==> config.mk <==
export PLATFORM = sky130hd
export DESIGN_NAME = instruction_rom_responder
export DESIGN_NICKNAME = d
export VERILOG_FILES = /design/src/rtl/instruction_rom_responder.sv
export SDC_FILE = /design/constraint.sdc
export NUM_CORES = 1
export LEC_CHECK = 0
export ABC_AREA = 1
export CORE_MARGIN = 4
export CORE_UTILIZATION = 25
export CTS_CLUSTER_DIAMETER = 100
export DETAILED_ROUTE_END_ITERATION = 16
export PLACE_DENSITY_LB_ADDON = 0.15
export SYNTH_ARGS = -nofsm -noshare
export SYNTH_HDL_FRONTEND = slang
export SYNTH_SLANG_ARGS = --single-unit
==> constraint.sdc <==
create_clock -name clock -period 5.8 [get_ports clock]
set_input_delay 1.45 -clock clock [delete_from_list [all_inputs] [get_ports clock]]
set_output_delay 1.45 -clock clock [all_outputs]
set_load 0.005 [all_outputs]
==> src/rtl/instruction_rom_responder.sv <==
// instruction_rom_responder
//   Responder side of the instruction-fetch interface. A request accepted on
//   inst_enable/inst_addr becomes four pipelined halfword reads of a 16-bit
//   synchronous ROM, assembled little-endian into the 64-bit inst_data word.
//
//   Parameters
//     ADDR_WIDTH   ROM halfword address width (ROM holds 2**ADDR_WIDTH halfwords)
//     ROM_LATENCY  fixed ROM read latency in cycles, 1..4
//
//   Ports
//     clock        system clock, rising edge
//     reset        synchronous active-high reset
//     inst_enable  fetch request from the instruction cache
//     inst_addr    byte address of the first byte to fetch
//     inst_data    fetched bytes, inst_data[15:0] is the halfword at inst_addr
//     inst_busy    high while the fetch is in progress
//     rom_enable   ROM read strobe (registered)
//     rom_addr     ROM halfword address (registered)
//     rom_data     ROM read data, valid ROM_LATENCY cycles after rom_enable
//
//   Optional feature (macro INST_ROM_BUFFER_EN)
//     One-entry line buffer: a request whose halfword base matches the last
//     completed fetch skips the ROM and keeps inst_data unchanged.
module instruction_rom_responder #(
  parameter int unsigned ADDR_WIDTH  = 16,
  parameter int unsigned ROM_LATENCY = 1
) (
  input  logic                  clock,
  input  logic                  reset,
  input  logic                  inst_enable,
  input  logic [63:0]           inst_addr,
  output logic [63:0]           inst_data,
  output logic                  inst_busy,
  output logic                  rom_enable,
  output logic [ADDR_WIDTH-1:0] rom_addr,
  input  logic [15:0]           rom_data
);

  typedef enum logic [1:0] {
    IDLE = 2'd0,
    READ = 2'd1,
    DONE = 2'd2
  } state_t;

  state_t                  state;
  logic [1:0]              issue_cnt;
  logic [1:0]              capture_cnt;
  // One bit per cycle of ROM latency: the top bit marks a returning beat.
  logic [ROM_LATENCY-1:0]  pend;
  logic [ADDR_WIDTH-1:0]   req_base;

  // Halfword base of the request; byte-offset bit and high bits are dropped.
  assign req_base = inst_addr[ADDR_WIDTH:1];

  logic unused_addr_bits;
  assign unused_addr_bits = ^{inst_addr[63:ADDR_WIDTH+1], inst_addr[0]};

`ifdef INST_ROM_BUFFER_EN
  logic                  buf_valid;
  logic [ADDR_WIDTH-1:0] buf_tag;
  logic [ADDR_WIDTH-1:0] base;
  logic                  hit;
`endif

  // Fetch sequencer: accept, issue four beats, capture four beats, done.
  always_ff @(posedge clock) begin
    if (reset) begin
      state       <= IDLE;
      inst_busy   <= 1'b0;
      inst_data   <= '0;
      rom_enable  <= 1'b0;
      rom_addr    <= '0;
      issue_cnt   <= '0;
      capture_cnt <= '0;
      pend        <= '0;
`ifdef INST_ROM_BUFFER_EN
      buf_valid   <= 1'b0;
      buf_tag     <= '0;
      base        <= '0;
      hit         <= 1'b0;
`endif
    end else begin
      pend <= ROM_LATENCY'({pend, rom_enable});
      case (state)
        IDLE: begin
          if (inst_enable) begin
            state       <= READ;
            inst_busy   <= 1'b1;
            issue_cnt   <= '0;
            capture_cnt <= '0;
`ifdef INST_ROM_BUFFER_EN
            base <= req_base;
            if (buf_valid && (buf_tag == req_base)) begin
              hit <= 1'b1;
            end else begin
              rom_enable <= 1'b1;
              rom_addr   <= req_base;
            end
`else
            rom_enable <= 1'b1;
            rom_addr   <= req_base;
`endif
          end
        end
        READ: begin
`ifdef INST_ROM_BUFFER_EN
          // Buffer hit: one busy cycle, no ROM traffic, data untouched.
          if (hit) begin
            hit       <= 1'b0;
            state     <= DONE;
            inst_busy <= 1'b0;
          end
`endif
          // Issue side: address wraps naturally at ADDR_WIDTH bits.
          if (rom_enable) begin
            if (issue_cnt == 2'd3) begin
              rom_enable <= 1'b0;
            end else begin
              issue_cnt <= issue_cnt + 2'd1;
              rom_addr  <= rom_addr + ADDR_WIDTH'(1);
            end
          end
          // Capture side: beat k lands in halfword k.
          if (pend[ROM_LATENCY-1]) begin
            inst_data[{capture_cnt, 4'b0000} +: 16] <= rom_data;
            capture_cnt <= capture_cnt + 2'd1;
            if (capture_cnt == 2'd3) begin
              state     <= DONE;
              inst_busy <= 1'b0;
`ifdef INST_ROM_BUFFER_EN
              buf_valid <= 1'b1;
              buf_tag   <= base;
`endif
            end
          end
        end
        DONE: begin
          state <= IDLE;
        end
        default: begin
          state <= IDLE;
        end
      endcase
    end
  end

endmodule

==> metrics.cfg, run 1 <==
[logic_synthesis]
synth_most_common_cell=nand2_1
ys_types=33
syn_nets=636
synthCells=545
seq_area_frac_synth_pct=44.17
synth_top_area_share_pct=44.17
yosys-top-cells-count=nand2_1 (128), dfxtp_1 (89), a21oi_1 (75)
synth_edf_count=0
synth_warnings=0
synth_ff_type=dfxtp_1
syn_area_um2=4034
ys_ff_latch=89
async_reset_ff_share_pct=0
yosys.area.top_type=dfxtp_1
synth_area_leaders=dfxtp_1 (44%), nand2_1 (12%), a21oi_1 (9.3%), nor2_1 (5.4%), or3_1 (5.0%)
syn_avg_cell_area_um2=7.402

[timing]
whs_ps=463.3
finalSetupViolCount=0
max_slew_margin_pct=50.33
skew_ps=3.203
period_share_pct=48.04
fmax_mhz=358.9
rsz0062_at_grt=false
drv_slew=0
fin_tns_setup_ps=0
worstMarginPinSlew_ps=744.3
hold_viol=0
min_period_ps=2786

[floorplanning]
die_w_um=135.0
dieHeight_um=135.0
pin_count=165
start_util_pct=25.49
coreArea_um2=15830
dieArea_um2=18230
row_count=46

[clock_tree]
clockBufferDepth=2
cts_hold_buf=0
clkSlewWorstSetupHoldPaths_ps=60
cts_tree=built
root_buffer=clkbuf_16
cts_buffers=9
cts_max_level=3
ctsResizeCount=0
clock-sinks=89
insertion_delay_ps=340
post_cts_buffers=0

[worst_setup_path]
cp_slowest_stage_delay_ps=550
crit_path_cell_trace=clkdlybuf4s50_1
cp_data_arrival_time_ps=1340
path_class=register to primary output
r2r_cells=8
cp_max_fo=7
critPathTopFamily=buffers and inverters
slowest_stage=clkdlybuf4s50_1
cp-startpoint=rom_addr[3]
r2r_setup_slack_ps=3210
timing.rr.end=inst_data[38]
rr_startpoint=capture_cnt[0]
cp-endpoint=rom_addr[3]
cp.required_ps=4350
timing.critical_path.depth=1
crit_path_end_kind=primary output
crit_path_start_kind=register
path_buf_inv=1

[grt]
overflow=0
grt_max_degree=58
grt_pass1_vias=3799
grt_usage_pct=13.82
grt_pass1_wl_um=20130
grt_antenna_before_repair=0

[placed_design]
place_congestion=0.8504
place_inst=846
hpwl_um=9044
io_buffers=116

[detailed_routing]
drtIter0Drc=252
drt_pass1_iterations=4
drt-total-wl_um=12450
drc=0
ant_nets=0
post_drt_wl_per_cell_um=14.48
num_vias=3920
vias_per_cell=4.558

[run_status]
status=finished clean

[pwr]
p_leak_nw=1.999
power_density_nw_per_um2=251.8
peakVddDrop_mv=0.1814

[hold_path]
hp-class=register to register
min_delay_path_depth=1

[finish]
drive_gt1_share_pct=4.503
nets=732
fin_cells=860
antenna_cells=0
syn_to_final_growth_pct=38.31

[flow_run]
maxCapViolCount=0

cell type report:
type	count	area, um^2
fill	1677	10250
inverter	31	118.9
tap	216	270.3
timing repair buffer	117	1164
clock inverter	3	42.54
multi-input combinational	393	1959
clock buffer	11	242.7
sequential	89	1782
how the worst min path moves through the flow:
stage	endpoint	slack [ps]	startpoint
after CTS	inst_data[33]	460	inst_data[33]
after global placement	issue_cnt[0]	440	issue_cnt[0]
after floorplan	issue_cnt[0]	430	issue_cnt[0]
after global routing	inst_data[31]	480	inst_data[31]
after detailed placement	inst_data[2]	450	inst_data[2]
final	issue_cnt[0]	460	issue_cnt[0]
registers in the layout, indices dropped and copies added (netlist names):
| register | flops |
|---|---|
| inst_data | 64 |
| rom_addr | 16 |
| capture_cnt | 2 |
| issue_cnt | 2 |
| state | 2 |
| inst_busy | 1 |
| pend | 1 |
| rom_enable | 1 |
layer usage:
metal / global-route usage [%] / wire, um / vias up
met5: 0 / 0 / -
met4: 3.975 / 168 / 0
met3: 4.545 / 721 / 16
met2: 21.51 / 5603 / 82
met1: 18.38 / 5957 / 1835
li1: - / - / 1987
power by group:
group | internal, mW | switching (mW) | leakage (nW)
clock | 0.340 | 0.230 | 0.137
combinational | 0.0769 | 0.105 | 1.14
sequential | 0.629 | 0.0235 | 0.721
total | 1.05 | 0.359 | 2.00
metrics by stage:
| step | util [%] | power, mW | cell area (um^2) | setup WS, ps |
|---|---|---|---|---|
| after floorplan | - | 0.7658 | 4034 | 3446 |
| after global placement | 33.45 | 0.8488 | 5294 | 2706 |
| after detailed placement | 33.45 | 0.8497 | 5294 | 2710 |
| after CTS | 35.25 | 1.430 | 5579 | 2986 |
| after global routing | 35.25 | 1.476 | 5579 | 2885 |
| final | 35.25 | 1.405 | 5579 | 3014 |
worst reg2reg max path, stage by stage (launching register included):
cell and delay [ps]:
dfxtp_1 780, inv_1 270, ha_1 400, inv_1 60, nor2_2 110, nand2_1 140
nor3_4 530, a22oi_1 130, nor2_1 120
cell families after synthesis:
family | synth area share, %
AND/OR/NAND/NOR | 28.94
AO/OA/AOI/OAI | 17.15
flip-flops | 44.17
buffers and inverters | 7.258
adder cells (fa/ha/maj) | 2.481
cells in the final DEF, fill, tap and decap left out, drive strengths merged:
cell type,netlist,final
nand3b,1,1
clkdlybuf4s50,0,115
inv,31,31
o21ai,30,30
clkinvlp,0,1
nor2,61,61
dfxtp,89,89
clkinv,0,1
nor3,8,8
nand2,133,133
clkbuf,15,11
a211oi,2,2
or3,32,32
a21oi,77,77
buf,17,2
ha,8,8
or2,1,1
bufinv,0,1
nand4,2,2
o21a,6,6
a31oi,1,1
a22oi,10,10
nand3,20,20
nor3b,1,1
Note: power is estimated with default switching activity, not from simulation.
==> run 2: changes to the inputs <==
clock period = 2.4 ns   (was 5.8 ns; I/O delays follow)
==> run 2 against run 1 <==
  * Hold slack better by 1.2 ps
  * Final area up 1.1%
  * Sequential power up 140%
  * Via count about the same
  * Non-clock buffer count up 5
  * Largest cell class unchanged
==> metrics.cfg, run 2 (synthesis gave the netlist of run 1 again) <==
[worst_setup_path]
crit_path_cell_trace=inv_1, ha_1, inv_1, nor2_2, nand2_1, nor3_4, nand2_1, a21oi_1  ; was clkdlybuf4s50_1
path_buf_inv=2  ; was 1
cp_data_arrival_time_ps=2290  ; was 1340 ps
critPathTopFamily=simple AND/OR/NAND/NOR gates  ; was buffers and inverters
cp_slowest_stage_delay_ps=520  ; was 550 ps
crit_path_end_kind=register  ; was primary output
cp_max_fo=14  ; was 7
crit_path_start_kind=register  ; unchanged
path_class=register to register  ; was register to primary output
slowest_stage=nor3_4  ; was clkdlybuf4s50_1
cp.required_ps=2670  ; was 4350 ps

[finish]
fin_cells=866  ; was 860
drive_gt1_share_pct=5.231  ; was 4.503%
syn_to_final_growth_pct=39.89  ; was 38.31%
reg.largest.list=inst_data (64), rom_addr (16)  ; unchanged
largest_reg_flops=64  ; unchanged
nets=737  ; was 732
antenna_cells=0  ; unchanged
final_common_cell=nand2_1  ; unchanged
top_register=inst_data  ; unchanged
fin_util_pct=35.65  ; was 35.25%
final_cell_mix=nand2_1 (128), clkdlybuf4s50_1 (115), dfxtp_1 (89), a21oi_1 (75), nor2_1 (58)  ; unchanged

[timing]
skew_ps=4.840  ; was 3.203 ps
finalSetupViolCount=0  ; unchanged
min_period_ps=2022
fin_tns_setup_ps=0  ; unchanged
max_slew_margin_pct=59.03  ; was 50.33%
drv_slew=0  ; unchanged
rsz0062_at_grt=false  ; unchanged
hold_viol=0  ; unchanged
period_share_pct=84.26
fmax_mhz=494.5
worstMarginPinSlew_ps=613.9  ; was 744.3 ps

[grt]
grt_max_degree=56  ; was 58
grt_usage_pct=14.01  ; was 13.82%
grt_pass1_vias=3831  ; was 3799
grt_antenna_before_repair=0  ; unchanged
grt_pass1_wl_um=20150  ; was 20130 um
overflow=0  ; unchanged

[detailed_routing]
drtIter0Drc=198  ; was 252
drt-met1-wl_um=6052  ; was 5957 um
ant_nets=0  ; unchanged
drt_pass1_iterations=4  ; unchanged
post_drt_wl_per_cell_um=14.76  ; was 14.48 um
vias_per_cell=4.528  ; was 4.558
met3WireLength_um=834  ; was 721 um
highest_layer=met4  ; unchanged
drt-total-wl_um=12780  ; was 12450 um
drc=0  ; unchanged
dr_wl_met2_um=5729  ; was 5603 um
num_vias=3921  ; was 3920

[clock_tree]
post_cts_buffers=0  ; unchanged
cts_max_level=3  ; unchanged
clock-sinks=89  ; unchanged
root_buffer=clkbuf_16  ; unchanged
clockBufferDepth=2  ; unchanged
insertion_delay_ps=340  ; about the same
cts_buffers=9  ; unchanged
cts_tree=built  ; unchanged
cts_hold_buf=0  ; unchanged
ctsResizeCount=0  ; unchanged
clkSlewWorstSetupHoldPaths_ps=60  ; about the same

[pwr]
p_leak_nw=2.039  ; was 1.999 nW
finalPower_mw=3.537  ; was 1.405 mW
peakVddDrop_mv=0.3650  ; was 0.1814 mV
power_density_nw_per_um2=626.7  ; was 251.8 nW/um^2

[floorplanning]
start_util_pct=25.49  ; unchanged
row_count=46  ; unchanged
dieHeight_um=135.0  ; unchanged
dieArea_um2=18230  ; unchanged
pin_count=165  ; unchanged
coreArea_um2=15830  ; unchanged
die_w_um=135.0  ; unchanged

[flow_run]
maxCapViolCount=0  ; unchanged

[placed_design]
place_inst=851  ; was 846
io_buffers=116  ; unchanged
place_congestion=0.8391  ; was 0.8504
hpwl_um=9217  ; was 9044 um

[hold_path]
hp-class=register to register  ; unchanged

[run_status]
status=finished clean  ; unchanged

-- run 2: cell count changes in the layout (fill, tap and decap cells not counted), sizes merged --
| cell | delta |
|---|---|
| clkbuf | +1 |
| buf | +5 |
| bufinv | +1 |
| clkinvlp | -1 |
-- run 2: power breakdown --
part	total (mW)	switching (mW)	internal [mW]
clock	1.50	0.570	0.934
combinational	0.462	0.266	0.196
sequential	1.57	0.0506	1.52
-- run 2: metal layers --
layer	vias up	track usage (%)
met5	-	0
li1	2010	-
met1	1803	18.79
met4	0	4.423
met2	97	21.10
met3	11	5.030
-- run 2: tightest hold or removal path: cells and delay by family, from the launching register on --
family,cells,cell delay (ps)
compound gates,1,50
flops,1,310
simple gates,1,60
-- run 2: area by class of cell --
type                    instances  area, um^2
clock buffers                  12       246.5
clock inverters                 3       65.06
fillers                      1656       10180
inverters                      31       118.9
multi-input cells             393        1959
flip-flops and latches         89        1782
well taps                     216       270.3
repair buffers                122        1201
-- run 2: worst paths after layout --
kind / start / to / slack (ps) / depth (start not counted)
min reg2reg: inst_data[20] / inst_data[20] / 460 / 2
min: inst_data[20] / inst_data[20] / 460 / 2
max: capture_cnt[1] / inst_data[33] / 380 / 8
max reg2reg: capture_cnt[1] / inst_data[33] / 380 / 8
-- run 2: through the flow --
stage	cell area, um^2	worst slack, ps	hold WS (ps)
after global placement	5331	390.8	444.7
after global routing	5643	142.4	482.3
final	5643	377.7	464.6
after floorplan	4034	457.9	428.3
after detailed placement	5331	372.7	453.5
after CTS	5643	364.1	465.0
==> run 3: changes to the inputs <==
clock period = 1.7 ns   (was 2.4 ns; I/O delays follow)
==> run 3 against run 2 <==
  * The flow now finishes with violations (negative setup slack)
  * Clock power grew 47%
  * Critical endpoint is now inst_data[34]
  * Sequential power increased by 41%
  * Clock-buffer cell count decreased by 1
  * First-iteration DRC count rose by 5.6%
  * Maximum frequency up 18%
  * Non-clock buffer count rose by 33
  * Register-to-register slack got worse by 390 ps
  * Total power up 48%
  * Global-route usage grew 0.12 points
  * Largest cell class unchanged
  * Combinational power increased by 73%
==> metrics.cfg, run 3 (synthesis gave the netlist of run 1 again) <==
[worst_setup_path]
crit_path_start_kind=register  ; unchanged
rr_startpoint=capture_cnt[0]  ; was capture_cnt[1]
crit_path_end_kind=register  ; unchanged
cp_data_arrival_time_ps=1980  ; was 2290 ps
cp_max_fo=7  ; was 14
path_class=register to register  ; unchanged
cp.required_ps=1970  ; was 2670 ps
cp-startpoint=capture_cnt[0]  ; was capture_cnt[1]

[clock_tree]
root_buffer=clkbuf_16  ; unchanged
cts_tree=built  ; unchanged
clkSlewWorstSetupHoldPaths_ps=70  ; was 60 ps
clock-sinks=89  ; unchanged
clockBufferDepth=2  ; unchanged
insertion_delay_ps=340  ; about the same
cts_buffers=9  ; unchanged
cts_max_level=3  ; unchanged
cts_hold_buf=0  ; unchanged

[grt]
grt_pass1_wl_um=20720  ; was 20150 um
grt_pass1_vias=3934  ; was 3831
overflow=0  ; unchanged
grt_antenna_before_repair=1  ; was 0
grt_max_degree=77  ; was 56
grt_usage_pct=14.13  ; was 14.01%

[run_status]
failed_checks=negative setup slack
status=finished, violations left  ; was finished clean

[pwr]
finalPower_mw=5.229  ; was 3.537 mW
p_leak_nw=2.272  ; was 2.039 nW
power_density_nw_per_um2=859.7  ; was 626.7 nW/um^2
peakVddDrop_mv=0.5077  ; was 0.3650 mV

[timing]
fin_ws_ps=-9.051  ; was 377.7 ps
worstMarginPinSlew_ps=472.5  ; was 613.9 ps
whs_ps=460.9  ; was 464.6 ps
drv_slew=0  ; unchanged
finalSetupViolCount=1  ; was 0
rsz0062_at_grt=true  ; was false
min_period_ps=1709  ; was 2022 ps
max_slew_margin_pct=68.47  ; was 59.03%
skew_ps=8.897  ; was 4.840 ps
fmax_mhz=585.1  ; was 494.5 MHz
period_share_pct=100.5  ; was 84.26%
hold_viol=0  ; unchanged

[finish]
final_common_cell=nand2_1  ; unchanged
top_register=inst_data  ; unchanged
antenna_cells=0  ; unchanged
syn_to_final_growth_pct=50.78  ; was 39.89%
nets=770  ; was 737
reg.largest.list=inst_data (64), rom_addr (16)  ; unchanged
drive_gt1_share_pct=14.33  ; was 5.231%
final_cell_mix=nand2_1 (126), clkdlybuf4s50_1 (114), a21oi_1 (74), dfxtp_1 (72), nor2_1 (58)  ; was nand2_1 (128), clkdlybuf4s50_1 (115), dfxtp_1 (89), a21oi_1 (75), nor2_1 (58)
largest_reg_flops=64  ; unchanged

[detailed_routing]
met3WireLength_um=626  ; was 834 um
post_drt_wl_per_cell_um=14.73  ; was 14.76 um
drt-met1-wl_um=6480  ; was 6052 um
drc=0  ; unchanged
ant_nets=0  ; unchanged
dr_wl_met2_um=5991  ; was 5729 um
drtIter0Drc=209  ; was 198
vias_per_cell=4.502  ; was 4.528
drt-total-wl_um=13260  ; was 12780 um
highest_layer=met4  ; unchanged
drt_pass1_iterations=7  ; was 4
num_vias=4052  ; was 3921

[floorplanning]
dieArea_um2=18230  ; unchanged
start_util_pct=25.49  ; unchanged
row_count=46  ; unchanged
pin_count=165  ; unchanged
die_w_um=135.0  ; unchanged
dieHeight_um=135.0  ; unchanged
coreArea_um2=15830  ; unchanged

[flow_run]
maxCapViolCount=0  ; unchanged

[hold_path]
min_from=issue_cnt[0]  ; was inst_data[20]
hp-class=register to register  ; unchanged

[placed_design]
io_buffers=116  ; unchanged
place_congestion=0.8211  ; was 0.8391
hpwl_um=9439  ; was 9217 um

run 3: cell types whose count changed in the layout (fill, tap and decap cells not counted), moves of 2 or more:
cell	delta
dfxtp_2	+15
nand2_1	-2
inv_6	+3
buf_12	+5
a22oi_1	-4
dfxtp_4	+2
inv_1	-3
dfxtp_1	-17
a22oi_2	+4
nand2_4	+2
buf_4	+27
run 3: metal layers:
| metal | up-vias | GRT usage (%) |
|---|---|---|
| met2 | 68 | 21.32 |
| met5 | - | 0 |
| met4 | 0 | 4.479 |
| li1 | 2073 | - |
| met1 | 1901 | 20.12 |
| met3 | 10 | 3.092 |
run 3: timing repair:
item	CTS	global route
buffers inserted	0	6
pin swaps	0	8
gates cloned	0	1
gates resized for setup	14	20
setup endpoints to repair	18	48
run 3: stage by stage:
| step | instance area, um^2 | utilization, % | setup WS, ps | setup TNS (ps) | std cells |
|---|---|---|---|---|---|
| 3_3_place_gp | 5605 | 35.42 | -48.23 | -687.7 | 877 |
| 2_1_floorplan | 4058 | - | 0.7263 | 0 | 545 |
| 5_1_grt | 6082 | 38.43 | -82.10 | -893.8 | 900 |
| 6_report | 6082 | 38.43 | -9.051 | -9.051 | 900 |
| 3_5_place_dp | 5605 | 35.42 | -105.7 | -1320 | 877 |
| 4_1_cts | 5952 | 37.60 | 3.905 | 0 | 893 |
run 3: final cells by class:
class	count	area, um^2
Clock buffer	11	242.7
Clock inverter	5	85.08
Fill cell	1644	9746
Timing Repair Buffer	155	1531
Multi-Input combinational cell	393	2018
Inverter	31	126.4
Tap cell	216	270.3
Sequential cell	89	1808
run 3: worst max-delay path, stage by stage, from the launching register on:
cell and delay, ps:
dfxtp_4 370, inv_6 50, ha_4 280, inv_4 40, nor2_4 140, nand2_4 80, nor3_4 320, clkbuf_16 220
nand2_1 50, a21oi_1 110
run 3: path summary, 6_finish.rpt:
path / cells after the start / slack (ps) / endpoint
worst max-delay path: 9 / -9 / inst_data[34]
worst min-delay path: 1 / 460 / issue_cnt[0]
worst max register to register: 9 / -9 / inst_data[34]
worst min register to register: 1 / 460 / issue_cnt[0]
run 3: power breakdown:
| part | switching, mW | internal [mW] |
|---|---|---|
| combinational | 0.414 | 0.387 |
| sequential | 0.0670 | 2.15 |
| clock | 0.867 | 1.34 |
| total | 1.35 | 3.88 |
